<file path="src/rtl/uart_tx.sv">
// uart_tx: FSM-based UART transmitter with a one-entry holding register.
//
// Each byte goes out as 8N1: one start bit (0), eight data bits LSB first,
// one stop bit (1). Every bit lasts CLKS_PER_BIT clock cycles. The holding
// register can take the next byte while a frame is on the line, so frames
// can follow each other with no idle gap.
//
// Optional feature: define UART_TX_PARITY_EN to insert an even-parity bit
// between the last data bit and the stop bit (8E1 framing, 11 bit periods).
//
// Ports:
//   clk       system clock
//   reset     synchronous, active-high reset; aborts any frame in progress
//   tx_start  byte-valid strobe, accepted when tx_start && tx_ready
//   tx_data   byte to send, sampled only on the accept edge
//   tx        serial line, registered, idles high
//   tx_ready  holding register empty
//   tx_busy   a frame is on the line
//   tx_done   one-cycle pulse after the last stop-bit cycle

module uart_tx #(
  parameter int CLKS_PER_BIT = 10416
) (
  input  logic       clk,
  input  logic       reset,
  input  logic       tx_start,
  input  logic [7:0] tx_data,
  output logic       tx,
  output logic       tx_ready,
  output logic       tx_busy,
  output logic       tx_done
);

  localparam int CntW = (CLKS_PER_BIT > 1) ? $clog2(CLKS_PER_BIT) : 1;
  localparam logic [CntW-1:0] CntLast = CntW'(CLKS_PER_BIT - 1);

  localparam logic [2:0] StIdle   = 3'd0;
  localparam logic [2:0] StStart  = 3'd1;
  localparam logic [2:0] StData   = 3'd2;
  localparam logic [2:0] StStop   = 3'd3;
`ifdef UART_TX_PARITY_EN
  localparam logic [2:0] StParity = 3'd4;
`endif

  logic [2:0]      state_q, state_d;
  logic [CntW-1:0] clk_cnt_q, clk_cnt_d;
  logic [2:0]      bit_idx_q, bit_idx_d;
  logic [7:0]      shift_q, shift_d;
  logic [7:0]      hold_q, hold_d;
  logic            hold_valid_q, hold_valid_d;
  logic            tx_q, tx_d;
  logic            done_q, done_d;
  logic            bit_end;

  assign bit_end = (clk_cnt_q == CntLast);

  always_comb begin
    state_d      = state_q;
    clk_cnt_d    = clk_cnt_q;
    bit_idx_d    = bit_idx_q;
    shift_d      = shift_q;
    hold_d       = hold_q;
    hold_valid_d = hold_valid_q;
    tx_d         = tx_q;
    done_d       = 1'b0;

    // Accept needs an empty holding register and the transfer below needs a
    // full one, so the two never collide on the same edge.
    if (tx_start && !hold_valid_q) begin
      hold_d       = tx_data;
      hold_valid_d = 1'b1;
    end

    case (state_q)
      StIdle: begin
        tx_d      = 1'b1;
        clk_cnt_d = '0;
        if (hold_valid_q) begin
          state_d      = StStart;
          tx_d         = 1'b0;
          shift_d      = hold_q;
          hold_valid_d = 1'b0;
          bit_idx_d    = 3'd0;
        end
      end

      StStart: begin
        if (bit_end) begin
          clk_cnt_d = '0;
          bit_idx_d = 3'd0;
          state_d   = StData;
          tx_d      = shift_q[0];
        end else begin
          clk_cnt_d = clk_cnt_q + CntW'(1);
        end
      end

      StData: begin
        if (bit_end) begin
          clk_cnt_d = '0;
          if (bit_idx_q == 3'd7) begin
`ifdef UART_TX_PARITY_EN
            state_d = StParity;
            tx_d    = ^shift_q;
`else
            state_d = StStop;
            tx_d    = 1'b1;
`endif
          end else begin
            bit_idx_d = bit_idx_q + 3'd1;
            tx_d      = shift_q[bit_idx_q + 3'd1];
          end
        end else begin
          clk_cnt_d = clk_cnt_q + CntW'(1);
        end
      end

`ifdef UART_TX_PARITY_EN
      StParity: begin
        if (bit_end) begin
          clk_cnt_d = '0;
          state_d   = StStop;
          tx_d      = 1'b1;
        end else begin
          clk_cnt_d = clk_cnt_q + CntW'(1);
        end
      end
`endif

      StStop: begin
        if (bit_end) begin
          clk_cnt_d = '0;
          done_d    = 1'b1;
          if (hold_valid_q) begin
            // Chain straight into the next frame: no idle cycle.
            state_d      = StStart;
            tx_d         = 1'b0;
            shift_d      = hold_q;
            hold_valid_d = 1'b0;
            bit_idx_d    = 3'd0;
          end else begin
            state_d = StIdle;
            tx_d    = 1'b1;
          end
        end else begin
          clk_cnt_d = clk_cnt_q + CntW'(1);
        end
      end

      default: begin
        state_d   = StIdle;
        clk_cnt_d = '0;
        tx_d      = 1'b1;
      end
    endcase
  end

  always_ff @(posedge clk) begin
    if (reset) begin
      state_q      <= StIdle;
      clk_cnt_q    <= '0;
      bit_idx_q    <= 3'd0;
      shift_q      <= 8'd0;
      hold_q       <= 8'd0;
      hold_valid_q <= 1'b0;
      tx_q         <= 1'b1;
      done_q       <= 1'b0;
    end else begin
      state_q      <= state_d;
      clk_cnt_q    <= clk_cnt_d;
      bit_idx_q    <= bit_idx_d;
      shift_q      <= shift_d;
      hold_q       <= hold_d;
      hold_valid_q <= hold_valid_d;
      tx_q         <= tx_d;
      done_q       <= done_d;
    end
  end

  assign tx       = tx_q;
  assign tx_done  = done_q;
  assign tx_ready = !hold_valid_q;
  assign tx_busy  = (state_q != StIdle);

endmodule

</file>
<file path="config.mk">
export PLATFORM = sky130hd
export DESIGN_NAME = uart_tx
export DESIGN_NICKNAME = d
export VERILOG_FILES = /design/src/rtl/uart_tx.sv
export SDC_FILE = /design/constraint.sdc
export NUM_CORES = 1
export LEC_CHECK = 0
export CORE_UTILIZATION = 43
export DETAILED_ROUTE_END_ITERATION = 8
export GPL_TIMING_DRIVEN = 0
export SETUP_SLACK_MARGIN = 0.3
export SYNTH_ARGS = -nofsm -noshare
export SYNTH_HDL_FRONTEND = slang
export SYNTH_SLANG_ARGS = --single-unit
export TNS_END_PERCENT = 10
</file>
<file path="constraint.sdc">
create_clock -name clk -period 2.9 [get_ports clk]
set_input_delay 0.29 -clock clk [delete_from_list [all_inputs] [get_ports clk]]
set_output_delay 0.29 -clock clk [all_outputs]
set_load 0.02 [all_outputs]
</file>
==> results.py <==
metrics = {
    "run_status": {
        "status": "complete, no violations",
    },
    "floorplanning": {
        "fp.dieArea_sq_mm": 0.004732,
        "core_sq_mm": 0.004144,
        "num_io_pins": 15,
        "initial_core_util_pct": 46.29,
        "die_h_um": 68.79,
        "rows": 23,
        "die_w_um": 68.79,
    },
    "sta": {
        "tightest_slew_ns": 0.7206,
        "fin_skew_ns": 0.003435,
        "hold_viol": 0,
        "slew_viol_final": 0,
        "rsz0062_at_grt": "true",
        "finalWorstSetupSlack_ns": 0.3880,
        "fin_tns_setup_ns": 0,
        "period_needed_ns": 2.512,
        "layout_worst_path_cycle_share_pct": 86.62,
        "relSlewSlack_pct": 51.96,
        "fmax_mhz": 398.1,
        "setup-violations-final": 0,
    },
    "clocking": {
        "insertion_delay_ns": 0.28,
        "path_clk_slew_ns": 0.07,
        "post_cts_buffers": 0,
        "numCtsBuffers": 5,
        "clock_path_buffers": 2,
        "cts_sinks": 38,
        "cts-root-buf": "clkbuf_8",
        "ctsHtreeMaxLevel": 2,
        "holdBufCountCts": 0,
        "cts_tree": "built",
    },
    "critical_path": {
        "start_kind": "register",
        "crit_type": "reg -> reg",
        "worstPathRequired_ns": 3.12,
        "path_max_fanout": 8,
        "arrival_ns": 2.73,
        "endpoint_kind": "register",
    },
    "route": {
        "num_vias": 1659,
        "drtAntennaViolNets": 0,
        "wire_per_inst_um": 14.40,
        "firstDrtPassIters": 4,
        "drt_wl_total_um": 4147,
        "via_per_inst": 5.760,
        "first_iter_violations": 92,
        "drc": 0,
    },
    "cells_and_area": {
        "final_layout_size_suffix_gt1_share_pct": 6.303,
        "n_antenna_cell": 0,
        "ff_latch_area_sq_um": 760.7,
        "area_delta_synth_final_pct": 16.11,
        "fillers": 415,
        "final_nets": 255,
        "multi_input_area_sq_mm": 0.001070,
    },
    "synthesis": {
        "synth_seq_cells": 38,
        "synth_cell_types": 38,
        "syn_area_sq_mm": 0.001918,
        "avgSynthCellArea_sq_um": 8.839,
        "ys.flop_type": "dfxtp_1",
        "async_flop_share_pct": 0,
        "syn_nets": 235,
        "synthTopCellsByCount": "38 x dfxtp_1, 26 x nor2_1, 20 x nand2_1",
        "synth_edf_count": 0,
        "syn-instance-count": 217,
        "synth_top_area_share_pct": 39.66,
        "synth_seq_area_share_pct": 39.66,
        "yosysMostFrequentCell": "dfxtp_1",
        "synth.area.top_cells": "dfxtp_1 40%, mux2i_1 6.3%, nor2_1 5.1%",
        "yosys.area.top_type": "dfxtp_1",
        "ys_warn_count": 0,
    },
    "global_route": {
        "grt_max_degree": 12,
        "grt_pass1_vias": 1435,
        "grt_use_total_pct": 19.93,
        "grt_antenna_before_repair": 0,
        "gr-total-overflow": 0,
        "grt_pass1_wl_um": 6913,
    },
    "pwr": {
        "vdd_ir_drop_max_mv": 0.3036,
        "p_per_area_mw_per_mm2": 720.9,
        "leakage_nw": 0.7428,
    },
    "run": {
        "cap_violations": 0,
    },
    "placed_design": {
        "hpwlAfterDp_um": 2945,
        "place.gp.congestion": 0.8175,
        "port_buffers": 13,
        "dp_slack_ns": 0.4158,
    },
    "min_path": {
        "timing.hold.worst.class": "reg -> reg",
    },
}
-- critical path, cell delays in order (launching register included) --
cell and delay [ns]:
dfxtp_1 0.38, ha_1 0.20, nand3_1 0.30, or4b_4 0.66, a222oi_1 0.64, mux2i_1 0.25
-- layout by cell type (no fill, tap or decap), types with 3 or more instances in the layout --
master           netlist  layout
a31oi_1               10      10
clkbuf_1              13      13
clkbuf_8               0       8
clkdlybuf4s50_1        0      13
dfxtp_1               38      38
ha_1                   7       7
inv_1                  9       9
mux2i_1               12      12
nand2_1               20      20
nand3_1                7       7
nand4_1                3       3
nor2_1                26      26
nor3_1                12      12
nor4_1                 4       4
o2111ai_1              8       8
o21ai_0                3       3
o311ai_0               5       5
o311ai_1               3       3
xnor2_1                7       7
xor2_1                 4       4
-- metal layers --
metal / up-vias / share of wire, % / track usage, %
li1: 840 / - / -
met2: 42 / 42 / 27.82
met4: 0 / 0.65 / 6.888
met5: - / 0 / 0
met3: 2 / 4.2 / 5.428
met1: 775 / 53 / 29.07
-- flip-flops by register name, indices dropped and copies added (netlist names) --
name          flops
tx                1
state_q           2
shift_q           8
clk_cnt_q        14
hold_valid_q      1
tx_done           1
hold_q            8
bit_idx_q         3
-- through the flow --
stage	cells	cell area, sq um	total power [W]	util (%)	hold WS [ns]
6_report	288	2227	0.001606	53.74	0.4665
5_1_grt	288	2227	0.001722	53.74	0.5119
4_1_cts	288	2221	0.001619	53.59	0.4699
3_5_place_dp	280	2111	0.001192	50.94	0.4591
3_3_place_gp	280	2111	0.001193	50.94	0.4526
2_1_floorplan	217	1918	0.001030	-	0.4372
-- cell type report --
type	count	share of cell area, %
clock buffers	8	4.944
repair buffers	13	5.843
multi-input cells	154	48.03
flip-flops and latches	38	34.16
plain buffers	14	2.360
well taps	50	2.809
inverters	11	1.854
-- what timing repair did --
action,4_1_cts,5_1_grt
endpoints found under the hold margin,0,0
endpoints found under the setup margin,0,9
resized for setup,0,1
-- worst paths after layout --
kind | cells after the start | slack, ns | start | to
setup / recovery | 5 | 0.39 | clk_cnt_q[0] | bit_idx_q[0]
hold / removal | 2 | 0.47 | bit_idx_q[1] | bit_idx_q[1]
setup reg to reg | 5 | 0.39 | clk_cnt_q[0] | bit_idx_q[0]
hold reg to reg | 2 | 0.47 | bit_idx_q[1] | bit_idx_q[1]
-- where the power goes --
part	internal, W	switching, W	total (W)
Combinational	0.000219	0.000339	0.000558
Clock	0.000240	0.000181	0.000421
Sequential	0.000578	0.0000477	0.000626
-- cells by family (layout without fill, tap and decap cells) --
family	count (synthesis)	count (layout)	share of synthesized area, %
AND/OR/NAND/NOR	84	84	21.66
flip-flops	38	38	39.66
AO/OA/AOI/OAI	37	37	15.00
buffers and inverters	25	46	4.892
multiplexers	15	15	9.198
XOR/XNOR	11	11	5.023
adder cells (fa/ha/maj)	7	7	4.566
No activity file was read; power rests on OpenSTA's default activity.
